**src/rtl/tap_pkg.sv**
```systemverilog
// Definitions shared by the JTAG USER-DR blocks (tap_decoder, tap_encoder):
// the TAP strobe bundle and a counter sizing helper.
package tap_pkg;

    typedef struct packed {
        logic test_logic_reset;
        logic ir_is_user;
        logic capture_dr;
        logic shift_dr;
        logic update_dr;
    } tap_strobe_t;

    // Bits needed to count 0..data_width shifted bits inclusive.
    function automatic int bit_count_width(input int data_width);
        return $clog2(data_width + 1);
    endfunction

endpackage

```
**src/rtl/tap_rx_fifo.sv**
```systemverilog
// Small word FIFO with registered data/valid head. A push into a full FIFO
// succeeds only when the head is popped in the same cycle.
module tap_rx_fifo
    import tap_pkg::*;
#(
    parameter int DATA_WIDTH = 16,
    parameter int FIFO_DEPTH = 4
) (
    input  logic                  tck,
    input  logic                  reset,
    input  logic                  push,
    input  logic [DATA_WIDTH-1:0] push_data,
    output logic                  full,
    output logic [DATA_WIDTH-1:0] data,
    output logic                  valid,
    input  logic                  ready
);

    localparam int PW = $clog2(FIFO_DEPTH);
    localparam int CW = $clog2(FIFO_DEPTH + 1);

    logic [DATA_WIDTH-1:0] mem [FIFO_DEPTH];
    logic [PW-1:0]         wr_ptr, rd_ptr, rd_ptr_next;
    logic [CW-1:0]         count, count_next;
    logic                  pop, do_push, head_is_new;
    logic [DATA_WIDTH-1:0] head_next;

    assign pop     = valid & ready;
    assign full    = (count == CW'(FIFO_DEPTH));
    assign do_push = push & (~full | pop);

    // The pushed word becomes the head when nothing older survives this cycle.
    assign head_is_new = (count == CW'(0)) || (pop && count == CW'(1));
    assign rd_ptr_next = pop ? rd_ptr + PW'(1) : rd_ptr;

    // NOTE: every always_comb output gets a default first so no path leaves it unassigned (no latch).
    always_comb begin
        count_next = count;
        head_next  = mem[rd_ptr_next];
        case ({do_push, pop})
            2'b10:   count_next = count + CW'(1);
            2'b01:   count_next = count - CW'(1);
            default: count_next = count;
        endcase
        if (head_is_new) head_next = push_data;
    end

    // NOTE: storage array carries no reset; only pointers/count/head decide what is visible.
    always_ff @(posedge tck) begin
        if (do_push) mem[wr_ptr] <= push_data;
    end

    // NOTE: sequential state uses non-blocking assignments so every flop samples pre-edge values.
    always_ff @(posedge tck or posedge reset) begin
        if (reset) begin
            wr_ptr <= '0;
            rd_ptr <= '0;
            count  <= '0;
            data   <= '0;
            valid  <= 1'b0;
        end else begin
            if (do_push) wr_ptr <= wr_ptr + PW'(1);
            rd_ptr <= rd_ptr_next;
            count  <= count_next;
            valid  <= (count_next != CW'(0));
            if (count_next != CW'(0)) data <= head_next;
        end
    end

endmodule

```
**src/rtl/tap_decoder.sv**
```systemverilog
// JTAG USER-DR receiver: deserialises TDI LSB-first during Shift-DR and
// commits each complete word into tap_rx_fifo on Update-DR.
module tap_decoder
    import tap_pkg::*;
#(
    parameter int DATA_WIDTH = 16,
    parameter int FIFO_DEPTH = 4
) (
    input  logic                  tck,
    input  logic                  reset,
    input  logic                  tdi,
    input  logic                  test_logic_reset,
    input  logic                  ir_is_user,
    input  logic                  capture_dr,
    input  logic                  shift_dr,
    input  logic                  update_dr,
    output logic [DATA_WIDTH-1:0] data,
    output logic                  valid,
    input  logic                  ready,
    output logic                  overflow,
    output logic                  short_frame
);

    localparam int CW = bit_count_width(DATA_WIDTH);

    tap_strobe_t           strb;
    logic [DATA_WIDTH-1:0] shift_reg;
    logic [CW-1:0]         bit_count;
    logic                  frame_full, update_ok, push, fifo_full;

    assign strb = '{test_logic_reset: test_logic_reset, ir_is_user: ir_is_user,
                    capture_dr: capture_dr, shift_dr: shift_dr, update_dr: update_dr};

    assign frame_full = (bit_count == CW'(DATA_WIDTH));
    assign update_ok  = ~strb.test_logic_reset & strb.ir_is_user & strb.update_dr;
    assign push       = update_ok & frame_full;

    always_ff @(posedge tck or posedge reset) begin
        if (reset) begin
            shift_reg <= '0;
            bit_count <= '0;
        end else if (strb.test_logic_reset) begin
            shift_reg <= '0;
            bit_count <= '0;
        end else if (strb.ir_is_user) begin
            if (strb.capture_dr) begin
                bit_count <= '0;
            end else if (strb.shift_dr) begin
                shift_reg <= {tdi, shift_reg[DATA_WIDTH-1:1]};
                if (!frame_full) bit_count <= bit_count + CW'(1);
            end
        end
    end

    // Sticky flags survive Test-Logic-Reset; only the async reset clears them.
    always_ff @(posedge tck or posedge reset) begin
        if (reset) begin
            overflow    <= 1'b0;
            short_frame <= 1'b0;
        end else begin
            if (push && fifo_full && !(valid && ready)) overflow <= 1'b1;
            if (update_ok && !frame_full) short_frame <= 1'b1;
        end
    end

    tap_rx_fifo #(
        .DATA_WIDTH(DATA_WIDTH),
        .FIFO_DEPTH(FIFO_DEPTH)
    ) u_fifo (
        .tck      (tck),
        .reset    (reset),
        .push     (push),
        .push_data(shift_reg),
        .full     (fifo_full),
        .data     (data),
        .valid    (valid),
        .ready    (ready)
    );

endmodule
```
**config.mk**
```make
export PLATFORM = sky130hd
export DESIGN_NAME = tap_decoder
export DESIGN_NICKNAME = d
export VERILOG_FILES = /design/src/rtl/tap_pkg.sv /design/src/rtl/tap_rx_fifo.sv /design/src/rtl/tap_decoder.sv
export SDC_FILE = /design/constraint.sdc
export NUM_CORES = 1
export LEC_CHECK = 0
export BUFFER_PORTS_ARGS = -buffer_cell sky130_fd_sc_hd__buf_2
export CORE_ASPECT_RATIO = 0.9
export CORE_MARGIN = 10
export CORE_UTILIZATION = 45
export CTS_CLUSTER_DIAMETER = 40
export CTS_CLUSTER_SIZE = 12
export DETAILED_ROUTE_END_ITERATION = 8
export GPL_ROUTABILITY_DRIVEN = 1
export HOLD_SLACK_MARGIN = 0.02
export PLACE_DENSITY = 0.59
export SKIP_LAST_GASP = 1
export SLEW_MARGIN = 40
export SYNTH_ARGS = -nofsm -noshare
export SYNTH_HDL_FRONTEND = slang
export SYNTH_HIERARCHICAL = 1
export SYNTH_SLANG_ARGS = --single-unit
```
**constraint.sdc**
```tcl
create_clock -name tck -period 7.4 [get_ports tck]
set_input_delay 1.48 -clock tck [delete_from_list [all_inputs] [get_ports tck]]
set_output_delay 1.48 -clock tck [all_outputs]
set_load 0.05 [all_outputs]
```
* After elaboration in Yosys (flattened, before gate mapping)
Memories as Yosys holds them, arrays and structs flattened.
Cells that the tools add are included.
W data, S select, Z words.
** Word-level totals
- Memory bits (writable) :: 64
- Memories kept :: 1
- Memory bits (read-only) :: 0
- Word-level logic and storage cells :: 59
- Bits in latches :: 0
- Bits in registers :: 47
- Output and inout bits :: 19
- Input bits :: 9
** Memory list
- u_fifo.mem :: depth 4, width 16, rd ports 1, clocked after memory_dff 0, write ports 1, RTL line tap_rx_fifo.sv:22 : logic [DATA_WIDTH-1:0] mem [FIFO_DEPTH];
** Operators by class
- Bitwise operators :: 8
- Muxes and demuxes :: 14
- $mul :: 0
- Order comparisons :: 0
- Reduce and logical (&&, ||, !) cells :: 15
- Add/subtract/negate cells :: 5
- Divide/modulo/power cells :: 0
- Eq/ne operators :: 7
- Shift operators :: 0
** Operator list (number)
- $mux W16 :: 5
- $mux W5 :: 5
- $pmux W3 S2 :: 1
- $reduce_and A3 Y1 :: 2
- $reduce_bool A3 Y1 :: 2
- $add A5 B1 Y5 const B :: 1
- $and A1 B1 Y1 :: 5
- $eq A5 B5 Y1 const B :: 1
- $logic_and A1 B1 Y1 :: 5
- $add A2 B1 Y2 const B :: 2
- $reduce_bool A2 Y1 :: 2
- $add A3 B1 Y3 const B :: 1
- $eq A3 B1 Y1 const B :: 1
- $eq A3 B3 Y1 const B :: 1
- $logic_not A3 Y1 :: 1
- $ne A3 B3 Y1 const B :: 1
- $sub A3 B1 Y3 const B :: 1
- $eq A2 B1 Y1 const B :: 1
- $eq A2 B2 Y1 const B :: 1
- $logic_not A1 Y1 :: 2
- $mux W1 :: 2
- $mux W2 :: 1
- $ne A2 B2 Y1 const B :: 1
- $not A1 Y1 :: 2
- other kinds (2) :: 2

* Depth between registers and ports, before layout
- Depth in word-level cells :: 8
- Depth in mapped cells :: 10
- Mapped depth without buffers :: 9

* By module
Netlist, hierarchy kept.
** Modules (own cells, without submodules)
- tap_rx_fifo :: cells each 321, area each 4347.9 um^2, times used 1
- tap_decoder :: cells each 117, area each 1069.8 um^2, times used 1

* Worst setup path before layout
Ideal clock, no wire load.
- Kind :: in2reg
- Start :: input port test_logic_reset
- End :: register u_fifo.data[10]
- Arrival :: 3.264 ns
- Setup time :: 0.125 ns
- Cell stages on the path :: 8
- Slack :: 4.011 ns
- Buffers on the path :: 1
- Path through :: nand3b_1 -> nor2_1 -> a21boi_2 -> a21oi_2 -> a211o_1 -> nor3_4 -> buf_12 -> mux2_4
** On the way
- Cells in the longest elaborated chain, start to end :: 8
- Elaborated cells on any way between the ends :: 9
- Classes of those cells :: 2 x eq/ne; 1 x mux; 5 x bitwise; 1 x reduce/logical
** Ends and longest elaborated chain
- start: declaration :: RTL line tap_decoder.sv:12 : input logic test_logic_reset,
- $not A1 Y1 (*) :: RTL line tap_decoder.sv:35 : assign update_ok = ~strb.test_logic_reset & strb.ir_is_user & strb.update_dr;
- $and A1 B1 Y1 (*) (2 in series) :: RTL line tap_decoder.sv:35
- $and A1 B1 Y1 (*) :: RTL line tap_decoder.sv:36 : assign push = update_ok & frame_full;
- via push :: RTL line tap_decoder.sv:29 : logic frame_full, update_ok, push, fifo_full;
- $and A1 B1 Y1 (*) :: RTL line tap_rx_fifo.sv:30 : assign do_push = push & (~full | pop);
- $eq A2 B1 Y1 or $eq A2 B2 Y1 (tied branches) :: RTL line tap_rx_fifo.sv:40 : case ({do_push, pop})
- $pmux W3 S2 (*) :: RTL line tap_rx_fifo.sv:40
- via u_fifo.count_next[1] :: RTL line tap_rx_fifo.sv:24 : logic [CW-1:0] count, count_next;
- $reduce_bool A3 Y1 (*) :: RTL line tap_rx_fifo.sv:66 : if (count_next != CW'(0)) data <= head_next;
- end signal: assignment :: RTL line tap_rx_fifo.sv:66
- end: declaration :: RTL line tap_rx_fifo.sv:14 : output logic [DATA_WIDTH-1:0] data,
The timed path passes the listed nets; every way through them passes the cells marked *.
A chain may end at the register's enable or synchronous reset.

* Worst setup path after layout
- Start :: input port test_logic_reset
- End :: register u_fifo.data[11]
Same word-level chain as after synthesis.

==> metrics.md <==
| Metric | Value |
|---|---|
| Sw Pwr | `0.361 mW` |
| Wire per inst | `18.4 um` |
| Mapped Area | `0.00542 sq mm` |
| Mean post-synth cell area | `12.4 sq um` |
| Post-synth EDFFs | `64` |
| Initial DRC Count | `231` |
| Post-CTS Hold Buffers | `0` |
| Layout area overhead | `9.88%` |
| H-tree depth | `3` |
| Via density | `5.68` |
| Slowest-stage cell, CP | `nor2_1` |
| Share of power burned in registers | `50.7%` |
| Max incr delay on CP | `0.45 ns` |
| RSZ-0062 raised after global routing | `false` |
| #FFs+latches synth | `111` |
| HP Class | `reg -> reg` |
| Switching Fraction | `27.2%` |
| Post-CTS resize count | `0` |
| Cell accounting for the most synthesized area | `edfxtp_1` |
| Top FF cell, synth | `edfxtp_1` |
| Maximum clock frequency | `approximately 0.26 GHz` |
| Final period util | `51.9%` |
| Antenna Nets Post-Route | `0` |
| Internal power | `0.967 mW` |
| Crit Path Class | `in -> reg` |
| Synth top cells by count | `edfxtp_1, a211oi_1, dfrtp_1, nand2_1, a21oi_1` |
| PD cells | `223 mW/mm^2` |
| Hold EP | `short_frame$_DFFE_PP0P_` |
| Post-place setup slack | `approximately 3.2 ns` |
| CP max FO | `22` |
| Slew HR | `55.1%` |
| Final Max Tran Viols | `0` |
| Crit-path leading delay family | `simple AND/OR/NAND/NOR gates` |
| Core Util, Final | `51.2%` |
| Setup bufs post-CTS | `0` |
| Vias in the first global route | `3382` |
| Share of the synthesized area in the top cell type | `35.5%` |
| Fraction of layout cells with a size suffix above 1 | `17.1%` |
| Fin cells | `a little over 600` |
| # clock sinks | `111` |
| Distinct cells, synth | `48` |
| Diodes inserted | `0` |
| DIE WIDTH | `136 um` |
| Worst r2r path cells | `10` |
| Post-synthesis sequential area ratio | `57.2%` |
| Layout net count | `between 400 and 500` |
| Critical path data required time | `7.63 ns` |
| Largest net degree at the start of global routing | `68` |
| Worst slew pin tran | `approximately 0.67 ns` |
| Yosys warnings | `6` |
| Row count | `37` |
| Max-cap violations | `0` |
| Port bufs | `27` |
| Clock slew at reported path FFs | `around 0.070 ns` |
| Fillers | `1007` |
| Most frequent cell after synthesis | `edfxtp_1` |
| Routed WL | `11300 um` |
| Tmin final | `3.84 ns` |
| Worst setup EP type | `flop` |
| Clock share of power | `around 33%` |
| Vias | `3480` |
| Worst path arrival time | `4.07 ns` |
| Comb power frac | `16.4%` |
| Synth async-reset ratio | `42.3%` |
| Placed Cells | `597` |
| Gate Count Post-Synth | `about 440` |
| Die H | `124 um` |
| Routability cong. | `0.844` |
| Top cells by area, synth | `edfxtp_1, dfrtp_1, a211oi_1` |
| TritonRoute pass-1 iters | `5` |
| Pleak | `2.26 nW` |
| Worst Clk Skew | `0.00878 ns` |
| Total GRT Usage | `around 14%` |
| Syn_nets | `457` |
| Clk buf depth | `2` |
| DP Wirelength | `7310 um` |
| Max reg flops | `64` |
| Crit Reg-Reg Startpoint | `bit_count[0]$_DFFE_PP0P_` |
| Hold path start | `short_frame$_DFFE_PP0P_` |
| DRC | `0` |
| Startpoint types | `input pin` |
| Final setup fails | `0` |
| Die ar. | `0.0168 sq mm` |
| Final worst slack | `3.56 ns` |
| Worst R2R Setup Slack | `4.27 ns` |
| I/O pin cnt | `28` |
| CTS tree | `built` |
| CTS buffer count | `9` |
| First-pass GRT wire length | `around 18000 um` |
| Final Hold Fails | `0` |
| Initial cell density of the core | `a little under half` |
| Hold depth | `1` |
| Setup TNS | `0 ns` |
| Buf/Inv on CP | `2` |
| CP cell instances | `buf_2, nand3b_1, nor2_1, a21boi_2, a21oi_2, a211o_1, nor3_4, buf_6, mux2_2` |
| CTS root buffer | `clkbuf_16` |
| Status | `finished, final reports clean` |
| Core area | `between 0.01 and 0.015 sq mm` |
| R2R Path End | `u_fifo/data[11]$_DFFE_PP0P_` |
| Remaining Overflow, GRT | `0` |
| Peak supply drop | `137 uV` |
| Initial antenna violation count | `0` |
| Worst-Skew Late Latency | `0.35 ns` |
-- final cells by class --
| cell class | count | area [sq um] | area share [%] |
|---|---|---|---|
| inverters | 12 | 45.0 | 0.757 |
| flip-flops and latches | 111 | 3100 | 52.1 |
| clock inverters | 3 | 21.3 | 0.357 |
| clock buffers | 13 | 240 | 4.04 |
| well taps | 156 | 195 | 3.28 |
| repair buffers | 32 | 201 | 3.38 |
| multi-input cells | 286 | 2150 | 36.1 |
-- power groups by stage --
stage / Combinational [mW] / Clock (mW) / Sequential (mW)
after floorplan: 0.178 / 0 / 0.676
after global placement: 0.180 / 0 / 0.707
after detailed placement: 0.219 / 0 / 0.687
after CTS: 0.220 / 0.448 / 0.674
after global routing: 0.237 / 0.472 / 0.676
final: 0.217 / 0.437 / 0.674
-- worst max-delay path by stage --
stage / slack (ns) / cells after the start / from / end
6_report: 3.56 / 9 / test_logic_reset / u_fifo/data[11]$_DFFE_PP0P_
3_3_place_gp: 3.13 / 8 / test_logic_reset / u_fifo/data[13]$_DFFE_PP0P_
3_5_place_dp: 3.21 / 9 / test_logic_reset / u_fifo/data[11]$_DFFE_PP0P_
5_1_grt: 3.44 / 9 / test_logic_reset / u_fifo/data[11]$_DFFE_PP0P_
2_1_floorplan: 4.01 / 8 / test_logic_reset / u_fifo/data[10]$_DFFE_PP0P_
4_1_cts: 3.59 / 9 / test_logic_reset / u_fifo/data[11]$_DFFE_PP0P_
-- cells in the final DEF, fill, tap and decap left out, types with 3 or more instances in the layout --
cell type,synthesis,layout
ha_1,10,10
dfrtp_1,47,46
a211oi_1,48,48
and2_2,0,4
xnor2_1,4,4
mux2_4,9,9
nand2_1,41,40
clkbuf_1,11,4
a21oi_1,40,40
inv_2,1,3
edfxtp_1,64,64
buf_2,14,27
clkbuf_16,0,9
mux2i_1,32,32
o21ai_0,5,5
nor2b_1,33,33
a221o_1,16,16
mux2_2,7,7
inv_1,11,9
-- through the flow --
step,power (mW),hold slack [ns],instance area (sq um)
floorplan,0.854,0.484,5420
global placement,0.887,0.480,5620
detailed placement,0.906,0.465,5690
CTS,1.34,0.489,5950
global route,1.39,0.511,5950
finish,1.33,0.486,5950
-- logic make-up after synthesis --
group / Yosys count / synth area share [%]
AND/OR/NAND/NOR: 102 / 10.6
multiplexers: 48 / 9.86
AO/OA/AOI/OAI: 122 / 15.8
adder cells (fa/ha/maj): 10 / 2.31
XOR/XNOR: 4 / 0.647
buffers and inverters: 41 / 3.53
flip-flops: 111 / 57.2
-- metal layers --
metal  wire [um]  track usage, %
met5           0               0
met4          80            3.83
met3         506            3.90
met2        5030            21.4
met1        5660            18.7
Note: power is estimated with default switching activity, not from simulation.
